`config.mk`:
```
export PLATFORM = sky130hd
export DESIGN_NAME = approx_mult_seq_ctrl
export DESIGN_NICKNAME = d
export VERILOG_FILES = /design/src/rtl/approx_mult_pkg.sv /design/src/rtl/pp_reduce_slice.sv /design/src/rtl/approx_mult_seq_ctrl.sv
export SDC_FILE = /design/constraint.sdc
export NUM_CORES = 1
export LEC_CHECK = 0
export BUFFER_PORTS_ARGS = -buffer_cell sky130_fd_sc_hd__buf_2
export CAP_MARGIN = 5
export CORE_ASPECT_RATIO = 1.1
export CORE_UTILIZATION = 48
export CTS_CLUSTER_DIAMETER = 30
export DETAILED_ROUTE_END_ITERATION = 8
export PLACE_DENSITY_LB_ADDON = 0.1
export SLEW_MARGIN = 5
export SYNTH_ARGS = -nofsm -noshare
export SYNTH_HDL_FRONTEND = slang
export SYNTH_SLANG_ARGS = --single-unit
```
`constraint.sdc`:
```
create_clock -name clk -period 13.7 [get_ports clk]
set_input_delay 2.74 -clock clk [delete_from_list [all_inputs] [get_ports clk]]
set_output_delay 2.74 -clock clk [all_outputs]
set_load 0.005 [all_outputs]
```
`src/rtl/approx_mult_pkg.sv`:
```
// Shared definitions for the sequenced approximate multiplier.
//   WIDTH          operand width in bits
//   ROWS_PER_PASS  partial-product rows reduced per pass by the shared slice
//   NPASS          passes needed to cover all WIDTH rows
//   TRUNC_W        width of the truncation-column count
//   state_t        controller FSM states
//   pp_keep        whether partial-product bit (i, j) survives truncation
package approx_mult_pkg;

   localparam int unsigned WIDTH         = 16;
   localparam int unsigned ROWS_PER_PASS = 8;
   localparam int unsigned NPASS         = WIDTH / ROWS_PER_PASS;
   localparam int unsigned TRUNC_W       = 5;
   localparam int unsigned PASS_W        = (NPASS > 1) ? $clog2(NPASS) : 1;

   typedef enum logic [1:0] {
      IDLE,
      REDUCE,
      OUT
   } state_t;

   // Bit pp[i][j] has weight 2^(i+j); columns below trunc are dropped.
   function automatic logic pp_keep(input int unsigned i, input int unsigned j,
                                    input logic [TRUNC_W-1:0] trunc);
      return (i + j) >= 32'(trunc);
   endfunction

endpackage

```
`src/rtl/pp_reduce_slice.sv`:
```
// Combinational partial-product reduction slice.
// Builds ROWS_PER_PASS masked, shifted partial-product rows selected by
// pass_idx, compresses them to two vectors with a carry-save tree (8:2) and
// resolves them with a final adder.
//   a, b      latched operands
//   trunc     number of low result columns to drop
//   pass_idx  selects rows pass_idx*ROWS_PER_PASS .. +ROWS_PER_PASS-1
//   sum       exact sum of the selected retained rows
module pp_reduce_slice
   import approx_mult_pkg::*;
(
   input  logic [WIDTH-1:0]   a,
   input  logic [WIDTH-1:0]   b,
   input  logic [TRUNC_W-1:0] trunc,
   input  logic [PASS_W-1:0]  pass_idx,
   output logic [2*WIDTH-1:0] sum
);

   localparam int unsigned PW = 2 * WIDTH;

   function automatic logic [WIDTH-1:0] keep_mask(input int unsigned row,
                                                 input logic [TRUNC_W-1:0] t);
      logic [WIDTH-1:0] m;
      m = '0;
      for (int unsigned j = 0; j < WIDTH; j++) begin
         m = m | (WIDTH'(pp_keep(row, j, t)) << j);
      end
      return m;
   endfunction

   // 3:2 compressor across all columns: returns {carry, sum}, carry pre-shifted.
   function automatic logic [2*PW-1:0] csa(input logic [PW-1:0] x, input logic [PW-1:0] y,
                                           input logic [PW-1:0] z);
      logic [PW-1:0] s;
      logic [PW-1:0] c;
      s = x ^ y ^ z;
      c = ((x & y) | (x & z) | (y & z)) << 1;
      return {c, s};
   endfunction

   logic [PW-1:0]    rows [ROWS_PER_PASS];
   logic [WIDTH-1:0] b_sh;
   int unsigned      row_i;

   always_comb begin
      b_sh  = '0;
      row_i = 0;
      for (int unsigned k = 0; k < ROWS_PER_PASS; k++) begin
         row_i   = 32'(pass_idx) * ROWS_PER_PASS + k;
         b_sh    = b >> row_i;
         rows[k] = b_sh[0] ? ({{WIDTH{1'b0}}, a & keep_mask(row_i, trunc)} << row_i) : '0;
      end
   end

   // Fixed 8 -> 6 -> 4 -> 3 -> 2 carry-save tree for ROWS_PER_PASS = 8.
   // The full sum of one pass fits in PW bits, so dropped carries are zero.
   logic [PW-1:0] s0, c0, s1, c1, s2, c2, s3, c3, s4, c4, s5, c5;

   assign {c0, s0} = csa(rows[0], rows[1], rows[2]);
   assign {c1, s1} = csa(rows[3], rows[4], rows[5]);
   assign {c2, s2} = csa(s0, c0, s1);
   assign {c3, s3} = csa(c1, rows[6], rows[7]);
   assign {c4, s4} = csa(s2, c2, s3);
   assign {c5, s5} = csa(s4, c4, c3);
   assign sum      = s5 + c5;

endmodule

```
`src/rtl/approx_mult_seq_ctrl.sv`:
```
// Sequenced 16x16 unsigned approximate multiplier controller.
// Latches an operand set on accept, runs NPASS passes through the shared
// reduction slice accumulating into acc, then presents the product until the
// consumer takes it.
//   clk, rst        clock, asynchronous active-high reset
//   in_valid/ready  operand handshake (ready only in IDLE)
//   a, b            unsigned operands
//   trunc_cols      low result columns whose partial-product bits are dropped
//   out_valid/ready product handshake
//   product         approximate product
//   busy            high whenever not IDLE
module approx_mult_seq_ctrl
   import approx_mult_pkg::*;
(
   input  logic               clk,
   input  logic               rst,
   input  logic               in_valid,
   output logic               in_ready,
   input  logic [WIDTH-1:0]   a,
   input  logic [WIDTH-1:0]   b,
   input  logic [TRUNC_W-1:0] trunc_cols,
   output logic               out_valid,
   input  logic               out_ready,
   output logic [2*WIDTH-1:0] product,
   output logic               busy
);

   localparam logic [PASS_W-1:0] LAST_PASS = PASS_W'(NPASS - 1);

   state_t               state, state_next;
   logic [PASS_W-1:0]    pass_idx;
   logic [WIDTH-1:0]     a_r, b_r;
   logic [TRUNC_W-1:0]   trunc_r;
   logic [2*WIDTH-1:0]   acc;
   logic [2*WIDTH-1:0]   slice_sum;

   pp_reduce_slice u_slice (
      .a        (a_r),
      .b        (b_r),
      .trunc    (trunc_r),
      .pass_idx (pass_idx),
      .sum      (slice_sum)
   );

   always_ff @(posedge clk or posedge rst) begin
      if (rst) state <= IDLE;
      else     state <= state_next;
   end

   // Handshake outputs decode state only; in_valid/out_ready steer next state.
   always_comb begin
      state_next = state;
      in_ready   = 1'b0;
      out_valid  = 1'b0;
      busy       = 1'b1;
      unique case (state)
         IDLE: begin
            in_ready = 1'b1;
            busy     = 1'b0;
            if (in_valid) state_next = REDUCE;
         end
         REDUCE: begin
            if (pass_idx == LAST_PASS) state_next = OUT;
         end
         OUT: begin
            out_valid = 1'b1;
            if (out_ready) state_next = IDLE;
         end
         default: state_next = IDLE;
      endcase
   end

   always_ff @(posedge clk or posedge rst) begin
      if (rst) begin
         pass_idx <= '0;
         a_r      <= '0;
         b_r      <= '0;
         trunc_r  <= '0;
         acc      <= '0;
      end else begin
         if (state == IDLE && in_valid) begin
            a_r      <= a;
            b_r      <= b;
            trunc_r  <= trunc_cols;
            pass_idx <= '0;
         end
         if (state == REDUCE) begin
            acc      <= ((pass_idx == '0) ? '0 : acc) + slice_sum;
            pass_idx <= (pass_idx == LAST_PASS) ? '0 : pass_idx + 1'b1;
         end
      end
   end

   assign product = acc;

endmodule

```
* Yosys cells after proc, flatten, opt, wreduce, memory -nomap -nowiden
Cells that the tools add are included.
** Word-level totals
- Bits of input ports :: 41
- Output and inout bits :: 35
- Bits in registers :: 72
- Word-level logic and storage cells :: 464
** Cells by class
- Bitwise gates (word level) :: 170
- Eq/ne operators :: 5
- Shift operators :: 16
- $lt $le $gt $ge :: 121
- $add $sub $neg :: 123
- Reductions and logical operators :: 4
- Muxes and demuxes :: 19
** Operators with widths (number)
- greater-or-equal comparator 32 x 5 -> 1 bit :: 120
- adder 32 x 4 -> 32 bit, second input constant :: 55
- adder 32 x 3 -> 32 bit, second input constant :: 28
- AND 31 bit :: 18
- adder 32 x 2 -> 32 bit, second input constant :: 14
- XOR 32 bit :: 12
- bitwise OR 31 bit :: 12
- two-way mux 32 bit :: 9
- adder 32 x 1 -> 32 bit, second input constant :: 7
- << shifter 16 x 32 -> 32 bit :: 7
- right shift 16 x 32 -> 1 bit :: 7
- AND 16 bit :: 8
- bitwise OR 16 x 10 -> 16 bit :: 7
- bitwise OR 16 x 11 -> 16 bit :: 7
- bitwise OR 16 x 12 -> 16 bit :: 7
- bitwise OR 16 x 13 -> 16 bit :: 7
- bitwise OR 16 x 14 -> 16 bit :: 7
- bitwise OR 16 x 15 -> 16 bit :: 7
- bitwise OR 16 bit :: 7
- bitwise OR 16 x 3 -> 16 bit :: 7
- bitwise OR 16 x 4 -> 16 bit :: 7
- bitwise OR 16 x 5 -> 16 bit :: 7
- bitwise OR 16 x 6 -> 16 bit :: 7
- bitwise OR 16 x 7 -> 16 bit :: 7
- other kinds (37) :: 77

* Logic depth before layout (Yosys ltp)
Gate-level depths: netlist of run 1.
- Word-level depth :: 35
- Depth in mapped cells :: 32
- Mapped depth without buffers :: 28

* Cells and area by module
From an unflattened synthesis of run 1, not the netlist that was laid out.
** Second synthesis, totals
- Cells, all modules :: 1341
- Area total of the unflattened synthesis :: 11280.8 um^2
** By module, submodules not included
- pp_reduce_slice :: area each 6812.8 um^2, instances 1, cells an instance 889, seq. area each 0.0 um^2
- approx_mult_seq_ctrl :: area each 4468.0 um^2, instances 1, cells an instance 452, seq. area each 1801.7 um^2

* Worst setup path before layout of run 1
OpenSTA, ideal clock, no wires.
- Path kind :: register to register
- From :: register pass_idx
- To :: register acc[22], in the netlist product[22]
- Clock period less this slack :: 7.450 ns
- Slack :: 6.250 ns
- Stages on the path, launching flop included :: 29
- Buffers on the path :: 5
- Required time :: 13.608 ns
- Library setup time :: 0.092 ns
- Arrival time :: 7.359 ns
- Cells stage by stage :: dfrtp_1 > clkbuf_1 > clkbuf_1 > inv_2 > ha_1 > clkbuf_1 > inv_1 > nor3_1 > o21ai_0 > nand2b_1 > clkbuf_1 > clkbuf_1 > a41oi_1 > fa_1 > fa_1 > fa_1 > fa_1 > fa_1 > inv_1 > ha_1 > nand2_1 > a22oi_2 > nand2_2 > a2111oi_4 > o31ai_1 > a211o_1 > a31o_1 > and3_1 > o31ai_2
** On the way
- Cells in the longest elaborated chain, start to end :: 35
- Elaborated cells between the ends (all ways) :: 438
- Those cells by class :: add/sub (122); order compare (121); shift (16); mux (9); bitwise (170)
** Ends and longest elaborated chain
- from (decl) :: RTL line approx_mult_seq_ctrl.sv:31 : logic [PASS_W-1:0] pass_idx;
- from (signal assigned) :: RTL line approx_mult_seq_ctrl.sv:89 : pass_idx <= (pass_idx == LAST_PASS) ? '0 : pass_idx + 1'b1;
- adder 4 x 1 -> 5 bit or adder 4 x 2 -> 5 bit (tied branches) :: RTL line approx_mult_pkg.sv:25, pp_reduce_slice.sv:49
- adder 32 x 1 -> 32 bit :: RTL line approx_mult_pkg.sv:25 : return (i + j) >= 32'(trunc);
- greater-or-equal comparator 32 x 5 -> 1 bit :: RTL line approx_mult_pkg.sv:25
- bitwise OR 1 x 2 -> 2 bit :: RTL line pp_reduce_slice.sv:26 : m = m | (WIDTH'(pp_keep(row, j, t)) << j);
- bitwise OR 16 x 3 -> 16 bit :: RTL line pp_reduce_slice.sv:26
- bitwise OR 16 x 4 -> 16 bit :: RTL line pp_reduce_slice.sv:26
- bitwise OR 16 x 5 -> 16 bit :: RTL line pp_reduce_slice.sv:26
- bitwise OR 16 x 6 -> 16 bit :: RTL line pp_reduce_slice.sv:26
- [16 not listed]
- AND 31 bit :: RTL line pp_reduce_slice.sv:37 : c = ((x & y) | (x & z) | (y & z)) << 1;
- bitwise OR 31 bit (2 in a row) :: RTL line pp_reduce_slice.sv:37
- AND 31 bit :: RTL line pp_reduce_slice.sv:37
- bitwise OR 31 bit (2 in a row) :: RTL line pp_reduce_slice.sv:37
- AND 31 bit :: RTL line pp_reduce_slice.sv:37
- bitwise OR 31 bit (2 in a row) :: RTL line pp_reduce_slice.sv:37
- adder 32 bit :: RTL line pp_reduce_slice.sv:65 : assign sum = s5 + c5;
- adder 32 bit (*) :: RTL line approx_mult_seq_ctrl.sv:88 : acc <= ((pass_idx == '0) ? '0 : acc) + slice_sum;
- to (signal assigned) :: RTL line approx_mult_seq_ctrl.sv:88
- to (decl) :: RTL line approx_mult_seq_ctrl.sv:34 : logic [2*WIDTH-1:0] acc;
Mark *: on every way between the ends. The rest lies on a longest branch, timed or not.
A chain may end at the register's enable or synchronous reset.

* Worst setup path after layout of run 1
- From :: register pass_idx
- To :: register acc[31], in the netlist product[31]
The elaborated chain is that of the path after synthesis.

==> results.json, run 1 <==
{
  "vias_per_cell": 5.91,
  "setup_viol": 0,
  "cts_hold_buffers": 0,
  "synth_top_area_share_pct": 30.3,
  "synthToLayoutAreaGrowth_pct": 8.22,
  "clock-root-buffer": "clkbuf_16",
  "post_synth_main_area_contributors": "fa_1, dfrtp_1, nand2_1",
  "post-route-drc-count": 0,
  "initial_antenna_violation_count": 0,
  "fillerInstances": 2073,
  "timing.critical_path.from_type": "flip-flop",
  "grt.overflow.total": 0,
  "largest_net_degree_at_the_start_of_global_routing": 73,
  "timing.final.crit_share_pct": 64.5,
  "ant_nets": 0,
  "cts_resized": 0,
  "syn-instance-count": 1255,
  "clock_path_buffers": 2,
  "layout_min_cycle_time_ns": 8.84,
  "yosysUniqueCellTypes": 61,
  "cts.reportedPaths.clkPinSlew_ns": 0.08,
  "synth_cell_count_leaders": "nand2_1, inv_1, fa_1, nor2_1, nand3_1",
  "port_buffers": 75,
  "synth_edf_count": 0,
  "rsz0062_at_grt": "no",
  "drv_cap": 0,
  "drive_above_1_share_pct": 11.7,
  "final-seq-area_um2": 1800,
  "critPathRequiredTime_ns": 14.00,
  "drt_pass1_iterations": 5,
  "final-max-slew-violation-count": 0,
  "critical_path_arrival_ns": 9.13,
  "fmax_mhz": 113,
  "ff2ff_setup_slack_ns": 4.86,
  "synth.avg_cell_area_um2": 8.48,
  "die_w_um": 144,
  "starting_density_pct": 49.5,
  "setup_tns_ns": 0,
  "timing_worst_slew_pin_value_ns": 1.24,
  "postSynthNetCount": 1512,
  "multi_input_area_um2": 7920,
  "htree_depth": 3,
  "ys.warnings.count": 0,
  "routed-via-count": 9306,
  "clock-sinks": 72,
  "num-nets-final": 1536,
  "synth_ff_type": "dfrtp_1",
  "antenna_cells": 0,
  "overall_die_area_um2": 22800,
  "slew-limit-headroom_pct": 16.4,
  "core_um2": 21500,
  "postSynthRegisterBits": 72,
  "post_cts.repair.setup_buffers": 0,
  "hold-worst-slack_ns": 0.499,
  "globalplace.congestion": 0.974,
  "drt_iter0_markers": 819,
  "cts_inserted_buffers": 9,
  "clk_latency_ns": 0.36,
  "holdCritPathClass": "flip-flop to flip-flop",
  "core.rowCount": 56,
  "synth_most_common_cell": "nand2_1",
  "outcome": "finished clean",
  "detailedPlacementHpwl_um": 24800,
  "endpoint_kind": "flip-flop",
  "grt_util_all_layers_pct": 30.9,
  "die_h_um": 158,
  "cts_tree": "built",
  "hold_viol_final": 0,
  "asyncSetResetFlopFracSynth_pct": 100,
  "total_wirelength_um": 32500,
  "synth_area_leader_cell": "fa_1",
  "worst_clock_skew_ns": 0.0156,
  "share_of_synthesized_area_occupied_by_flip_flops_and_latches_pct": 16.9,
  "wire_length_of_the_first_global_routing_pass_um": 52200,
  "mappedNetlistArea_um2": 10600,
  "num_io_pins": 76,
  "crit_type": "flip-flop to flip-flop",
  "number_of_global_route_vias_before_repair": 9305,
  "routed_wire_length_per_instance_um": 20.7,
  "path_max_fanout": 67
}
-- cell usage in the layout, fill, tap and decap left out, types with 35 or more instances in the layout --
master	Yosys	layout
mux2_2	35	35
fa_1	161	161
o21ai_0	53	53
dfrtp_1	72	71
nand2_1	185	185
buf_2	0	75
nand3_1	92	92
inv_1	174	173
ha_1	55	55
nor2_1	94	94
-- logic make-up (layout without fill, tap and decap cells) --
kind of cell / Yosys count / count (layout) / share of synthesized area (%)
buffers and inverters: 247 / 276 / 8.71
adder cells (fa/ha/maj): 216 / 216 / 36.8
flip-flops: 72 / 72 / 16.9
AO/OA/AOI/OAI: 203 / 203 / 12.6
AND/OR/NAND/NOR: 461 / 461 / 19.6
XOR/XNOR: 20 / 20 / 1.65
multiplexers: 36 / 36 / 3.80
-- worst max-delay path, stage by stage (launching register included) --
cell       delay, ns
dfrtp_2         0.34
buf_4           0.56
inv_2           0.25
ha_1            0.48
o31ai_1         1.07
a21boi_1        0.72
nand2_1         0.17
o22ai_1         0.24
fa_1            0.45
inv_1           0.08
fa_1            0.50
fa_1            0.55
fa_1            0.45
fa_1            0.51
inv_1           0.04
ha_1            0.34
nand2_1         0.13
nor3_1          0.27
nand2_1         0.11
a211oi_1        0.27
o2111a_1        0.32
nand4bb_1       0.20
nand3_1         0.16
or4_1           0.42
nand4bb_1       0.11
-- worst paths after layout --
check | startpoint | endpoint | cells after the start
setup / recovery | pass_idx | product[31] | 24
hold / removal | product[4] | product[4] | 2
setup reg to reg | pass_idx | product[31] | 24
hold reg to reg | product[4] | product[4] | 2
max in group asynchronous | rst | pass_idx | 3
min in group asynchronous | rst | product[27] | 3
-- registers in the layout, indices dropped and copies added, names as in the netlist --
name and flops:
pass_idx 1, state 2, trunc_r 5, product 32, a_r 16, b_r 16
-- area by class of cell --
cell class / count / area share (%)
Multi-Input combinational cell: 936 / 68.7
Clock inverter: 7 / 0.880
Tap cell: 290 / 3.15
Inverter: 175 / 5.70
Timing Repair Buffer: 85 / 3.91
Clock buffer: 9 / 1.96
Sequential cell: 72 / 15.7
-- per-stage QoR --
step	std cells	setup slack (ns)	utilization [%]	instance area, um2
floorplan	1255	6.25	-	10600
global placement	1558	5.23	52.0	11200
detailed placement	1558	4.98	52.0	11200
CTS	1574	4.95	53.5	11500
global route	1574	4.34	53.5	11500
finish	1574	4.86	53.5	11500
-- layer usage --
layer	wire length, um	vias to the layer above	track usage, %	share of wire, %
met5	0	-	0	0
met4	1250	0	12.4	3.8
met3	3190	93	6.62	9.8
met2	14200	482	46.6	44
met1	13900	4544	43.1	43
li1	-	4187	-	-
Power of run 1 is not shown: default switching activity piles up to over one toggle a cycle in this logic, so the estimate is an artifact.
==> inputs of run 2 (changes only) <==
--- a/config.mk
+++ b/config.mk
@@ -5,6 +5,7 @@
 export SDC_FILE = /design/constraint.sdc
 export NUM_CORES = 1
 export LEC_CHECK = 0
+export ABC_AREA = 1
 export BUFFER_PORTS_ARGS = -buffer_cell sky130_fd_sc_hd__buf_2
 export CAP_MARGIN = 5
 export CORE_ASPECT_RATIO = 1.1
==> constraint.sdc (replaced) <==
create_clock -name clk -period 8.9 [get_ports clk]
set_input_delay 1.78 -clock clk [delete_from_list [all_inputs] [get_ports clk]]
set_output_delay 1.78 -clock clk [all_outputs]
set_load 0.005 [all_outputs]
==> run 2 against run 1 <==
  * Worst hold slack worse by 0.016 ns
  * Die area is 6.1% higher
  * Register-to-register slack worse by 3.4 ns
  * Synthesized cell count is 28% higher
  * Non-clock buffer count increased by 2
  * Routed wire length is 26% higher
  * Final cell count rose by 25%
  * First-iteration DRC count rose by 4.8%
  * Maximum frequency grew 19%
==> results.json, run 2 <==
{
  "asyncSetResetFlopFracSynth_pct": 100,
  "largest_register_ff_count": 32,
  "grt_util_all_layers_pct": 36.3,
  "critPathRequiredTime_ns": 9.15,
  "wire_length_of_the_first_global_routing_pass_um": 64000,
  "grtUsageMet2_pct": 58.3,
  "cts_hold_buffers": 0,
  "ys.warnings.count": 0,
  "endpoint_kind": "flip-flop",
  "clock-sinks": 72,
  "routed_wire_length_per_instance_um": 20.8,
  "die_h_um": 163,
  "detailedPlacementHpwl_um": 33300,
  "vias_per_cell": 5.45,
  "ant_nets": 0,
  "cts_resized": 0,
  "synth_cell_count_leaders": "nand2_1, inv_1, fa_1, nor2_1, nand3_1",
  "most_common_library_cell_in_the_layout_ignoring_fill_and_taps": "nand2_1",
  "rsz0062_at_grt": "no",
  "die_w_um": 148,
  "final.setup.worst_slack_ns": 1.48,
  "holdCritPathClass": "flip-flop to flip-flop",
  "critical_path_cell_by_cell": "inv_1, ha_1, inv_2, nor2_2, a21oi_1, nand2_1, a32o_1, inv_1, fa_1, fa_1, fa_1, fa_1, fa_1, inv_1, ha_1, nand2_1, nor2_1, inv_1, o21bai_1, nand2_1, nand3_1, nand2_1, nand3_1, nand2_1",
  "mappedNetlistArea_um2": 11300,
  "setup_viol": 0,
  "synth_area_leader_cell": "fa_1",
  "path_max_fanout": 37,
  "core.rowCount": 58,
  "fillerInstances": 2333,
  "synth_edf_count": 0,
  "globalplace.congestion": 1.03,
  "num_io_pins": 76,
  "crit_type": "flip-flop to flip-flop",
  "postSynthRegisterBits": 72,
  "clock-root-buffer": "clkbuf_16",
  "number_of_global_route_vias_before_repair": 10900,
  "initial_antenna_violation_count": 0,
  "critical-path-max-stage-delay_ns": 0.86,
  "cts_tree": "built",
  "post_synth_main_area_contributors": "fa_1, nand2_1, dfrtp_1",
  "hold_viol_final": 0,
  "share_of_synthesized_area_occupied_by_flip_flops_and_latches_pct": 15.9,
  "overall_die_area_um2": 24200,
  "routed-via-count": 10700,
  "drt_iter0_markers": 858,
  "whs_path_depth": 2,
  "total_wirelength_um": 41100,
  "cts.reportedPaths.clkPinSlew_ns": 0.07,
  "drt_pass1_iterations": 5,
  "antenna_cells": 0,
  "post_cts.repair.setup_buffers": 0,
  "grt.overflow.total": 0,
  "slew-limit-headroom_pct": 28.9,
  "clk_latency_ns": 0.36,
  "drive_above_1_share_pct": 8.27,
  "core_um2": 23000,
  "synth_ff_type": "dfrtp_1",
  "syn-instance-count": 1608,
  "timing.critical_path.from_type": "flip-flop",
  "synth_top_area_share_pct": 28.5,
  "setup_tns_ns": 0,
  "timing.final.crit_share_pct": 83.3,
  "port_buffers": 75,
  "final-max-slew-violation-count": 0,
  "most-common-layout-cells": "nand2_1, inv_1, fa_1",
  "worst_clock_skew_ns": 0.00614,
  "post-route-drc-count": 0,
  "largest_net_degree_at_the_start_of_global_routing": 73,
  "outcome": "finished clean",
  "use_met1_pct": 47.6,
  "grt.busiest_layer": "met2",
  "cts_inserted_buffers": 9,
  "r2r.worst_path.cells": 24,
  "synth.avg_cell_area_um2": 7.03,
  "globalRouteMet3Util_pct": 4.68,
  "yosysUniqueCellTypes": 38,
  "num-nets-final": 1921,
  "clock_path_buffers": 2,
  "timing_worst_slew_pin_value_ns": 1.07,
  "worst_path_max_delay_cell": "dfrtp_2",
  "pre_cts_ws_ns": 1.54,
  "critical_path_arrival_ns": 7.67,
  "htree_depth": 3,
  "fmax_mhz": 135,
  "starting_density_pct": 49.1,
  "synth_most_common_cell": "nand2_1",
  "synthToLayoutAreaGrowth_pct": 8.72,
  "postSynthNetCount": 1865,
  "drv_cap": 0,
  "layout_min_cycle_time_ns": 7.42
}
run 2: cell types whose count changed after synthesis, moves of 17 or more:
| cell | before | now |
|---|---|---|
| mux2_2 | 35 | 0 |
| nand2_1 | 185 | 484 |
| nor2_1 | 94 | 141 |
| a31oi_1 | 17 | 0 |
| inv_1 | 174 | 330 |
| clkbuf_1 | 64 | 24 |
| nand3_1 | 92 | 116 |
run 2: logic make-up after synthesis:
| family | Yosys count | share of synthesized area (%) |
|---|---|---|
| AND/OR/NAND/NOR | 772 | 27.6 |
| flip-flops | 72 | 15.9 |
| adder cells (fa/ha/maj) | 216 | 34.6 |
| AO/OA/AOI/OAI | 152 | 8.13 |
| XOR/XNOR | 8 | 0.620 |
| buffers and inverters | 388 | 13.1 |
run 2: per-layer routing:
metal	up-vias	wire length, um
li1	4983	-
met1	5155	16700
met2	475	19100
met3	109	3010
met4	0	2240
met5	-	0
run 2: per-stage QoR:
| step | utilization (%) | std cells | instance area [um2] | hold slack (ns) |
|---|---|---|---|---|
| after global placement | 52.0 | 1953 | 12000 | 0.467 |
| after CTS | 53.4 | 1969 | 12300 | 0.486 |
| after global routing | 53.4 | 1969 | 12300 | 0.502 |
| after floorplan | - | 1608 | 11300 | 0.449 |
| after detailed placement | 52.0 | 1953 | 12000 | 0.466 |
| final | 53.4 | 1969 | 12300 | 0.483 |
run 2: path summary, 6_finish.rpt:
kind / end / slack, ns / start
setup / recovery: product[25] / 1.48 / pass_idx
hold reg to reg: b_r[15] / 0.48 / b_r[15]
hold / removal: b_r[15] / 0.48 / b_r[15]
setup reg to reg: product[25] / 1.48 / pass_idx
max in group asynchronous: pass_idx / 6.46 / rst
min in group asynchronous: product[26] / 1.74 / rst
run 2: final cells by class:
type,instances,area [um2],share of cell area (%)
flip-flops and latches,72,1800,14.7
clock inverters,7,95.1,0.774
multi-input cells,1148,8020,65.3
well taps,300,375,3.06
clock buffers,9,225,1.83
repair buffers,87,465,3.79
inverters,346,1300,10.6
run 2: worst max-delay path, delay by kind of cell, from the launching register on:
kind | cells | cell delay [ns]
buffers and inverters | 5 | 0.43
AOI/OAI and AO/OA | 3 | 1.45
DFF | 1 | 0.86
adders and majority gates | 7 | 3.28
and+or+nand+nor | 9 | 1.27
Power of run 2 is left out for the same reason.
==> inputs of run 3 (changes only) <==
==> constraint.sdc (replaced) <==
create_clock -name clk -period 5.97 [get_ports clk]
set_input_delay 1.194 -clock clk [delete_from_list [all_inputs] [get_ports clk]]
set_output_delay 1.194 -clock clk [all_outputs]
set_load 0.005 [all_outputs]
==> run 3 against run 2 <==
  * Count of clock-buffer cells in the layout unchanged
  * Critical path depth up 4
  * Routed wire length up 8.3%
  * Via count up 8.8%
  * Global-route usage up 2.2 points
  * Flip-flop and latch count unchanged
  * Clock skew up 0.0076 ns
  * Core utilization up 8.7 points
  * First-iteration DRC count up 14%
  * Die area unchanged
  * Sequential share of layout area down 2.0 points
  * Design area up 16%
  * Critical path type unchanged
==> results.json, run 3 (synthesis gave the netlist of run 2 again) <==
{
  "fillerInstances": 2215,
  "timing_worst_slew_pin_value_ns": 0.899,
  "fmax_mhz": 171,
  "initial_antenna_violation_count": 0,
  "wire_length_of_the_first_global_routing_pass_um": 68300,
  "layout_min_cycle_time_ns": 5.84,
  "die_w_um": 148,
  "synthToLayoutAreaGrowth_pct": 26.3,
  "slew-limit-headroom_pct": 40.0,
  "timing.critical_path.max_delay_family": "adder cells",
  "number_of_global_route_vias_before_repair": 12200,
  "whs_path_depth": 2,
  "path_common_cell": "nand2_1",
  "most_common_library_cell_in_the_layout_ignoring_fill_and_taps": "nand2_1",
  "endpoint_kind": "flip-flop",
  "critical_path_arrival_ns": 6.09,
  "port_buffers": 75,
  "rsz0062_at_grt": "yes",
  "ant_nets": 0,
  "most-common-layout-cells": "nand2_1, inv_1, buf_4",
  "globalplace.congestion": 1.09,
  "hold-worst-slack_ns": 0.489,
  "post-route-drc-count": 0,
  "holdCritStartpoint": "b_r[13]",
  "cts_tree": "built",
  "routed-via-count": 11700,
  "worst_clock_skew_ns": 0.0138,
  "largest_register_ff_count": 32,
  "final-max-slew-violation-count": 0,
  "cts.reportedPaths.clkPinSlew_ns": 0.07,
  "total_wirelength_um": 44500,
  "core_um2": 23000,
  "num-nets-final": 2089,
  "crit_buf_inv": 8,
  "starting_density_pct": 49.1,
  "crit_type": "flip-flop to flip-flop",
  "antenna_cells": 0,
  "grt.overflow.total": 0,
  "drt_iter0_markers": 980,
  "timing.final.crit_share_pct": 97.8,
  "cts_hold_buffers": 0,
  "holdCritPathClass": "flip-flop to flip-flop",
  "drv_cap": 0,
  "r2r.worst_path.cells": 28,
  "timing.rr.end": "product[24]",
  "vias_per_cell": 5.46,
  "clock_path_buffers": 2,
  "hold_viol_final": 0,
  "timing.critical_path.from_type": "flip-flop",
  "multi_input_area_um2": 8720,
  "clock-root-buffer": "clkbuf_16",
  "num_io_pins": 76,
  "routed_wire_length_per_instance_um": 20.8,
  "critPathRequiredTime_ns": 6.22,
  "cts_inserted_buffers": 9,
  "largest_net_degree_at_the_start_of_global_routing": 62,
  "detailedPlacementHpwl_um": 36100,
  "overall_die_area_um2": 24200,
  "clock-sinks": 72,
  "ff2ff_setup_slack_ns": 0.13,
  "outcome": "finished clean",
  "htree_depth": 3,
  "critical-path-max-stage-delay_ns": 0.59,
  "core.rowCount": 58,
  "path_max_fanout": 5,
  "hold_path_end": "b_r[13]",
  "drt_pass1_iterations": 5,
  "regToRegStartpoint": "pass_idx",
  "die_h_um": 163,
  "worst_path_max_delay_cell": "fa_1",
  "clk_latency_ns": 0.37,
  "drive_above_1_share_pct": 24.6,
  "final-seq-area_um2": 1800,
  "grt_util_all_layers_pct": 38.5,
  "setup_viol": 0
}
-- run 3: changes by cell type in the layout (fill, tap and decap cells not counted), moves of 15 or more --
| cell | delta |
|---|---|
| ha_1 | -19 |
| nor2_2 | +23 |
| fa_1 | -16 |
| buf_4 | +161 |
| fa_2 | +16 |
| nand2_2 | +27 |
| a21oi_1 | -15 |
| nand2_1 | -29 |
| ha_4 | +17 |
| nor2_1 | -33 |
-- run 3: worst reg2reg max path, delay by kind of cell, from the launching register on --
kind            cells  cell delay, ns
flops               1            0.43
fa+ha+maj           7            3.14
simple gates       10            0.97
buf+inv             8            0.86
compound gates      3            0.34
-- run 3: layout make-up --
| class | count | area share, % |
|---|---|---|
| inverters | 346 | 9.14 |
| flip-flops and latches | 72 | 12.6 |
| clock buffers | 9 | 1.58 |
| repair buffers | 255 | 12.4 |
| well taps | 300 | 2.63 |
| clock inverters | 7 | 0.552 |
| multi-input cells | 1148 | 61.1 |
-- run 3: how the worst max path moves through the flow --
stage,startpoint,slack [ns],depth (start not counted),end
after global routing,pass_idx,-0.07,30,product[26]
after global placement,pass_idx,-0.18,27,product[24]
after detailed placement,pass_idx,-0.18,27,product[24]
after CTS,pass_idx,0.003,26,product[15]
after floorplan,pass_idx,0.10,28,product[14]
final,pass_idx,0.13,28,product[24]
-- run 3: repair_timing --
action / in CTS / in global routing
endpoints found under the setup margin: 20 / 25
resized for setup: 36 / 144
pin swaps: 7 / 47
buffers inserted: 3 / 6
gates cloned: 1 / 0
-- run 3: per-stage QoR --
stage | TNS, ns | area (um2) | setup WS, ns | util, % | std cells
2_1_floorplan | 0 | 11300 | 0.105 | - | 1608
3_3_place_gp | -1.18 | 13200 | -0.179 | 57.2 | 2111
3_5_place_dp | -2.12 | 13200 | -0.183 | 57.2 | 2111
4_1_cts | 0 | 13600 | 0.00314 | 59.3 | 2131
5_1_grt | -0.545 | 14300 | -0.0742 | 62.1 | 2137
6_report | 0 | 14300 | 0.131 | 62.1 | 2137
-- run 3: layer usage --
metal  vias to the layer above  routed length, um  part of all wire, %  track usage [%]
met5                         -                  0                    0                0
met4                         0               2540                  5.7             19.4
li1                       5320                  -                    -                -
met3                       153               2770                  6.2             4.73
met1                      5682              17700                   40             48.4
met2                       506              21500                   48             65.3
Power of run 3 is left out for the same reason.
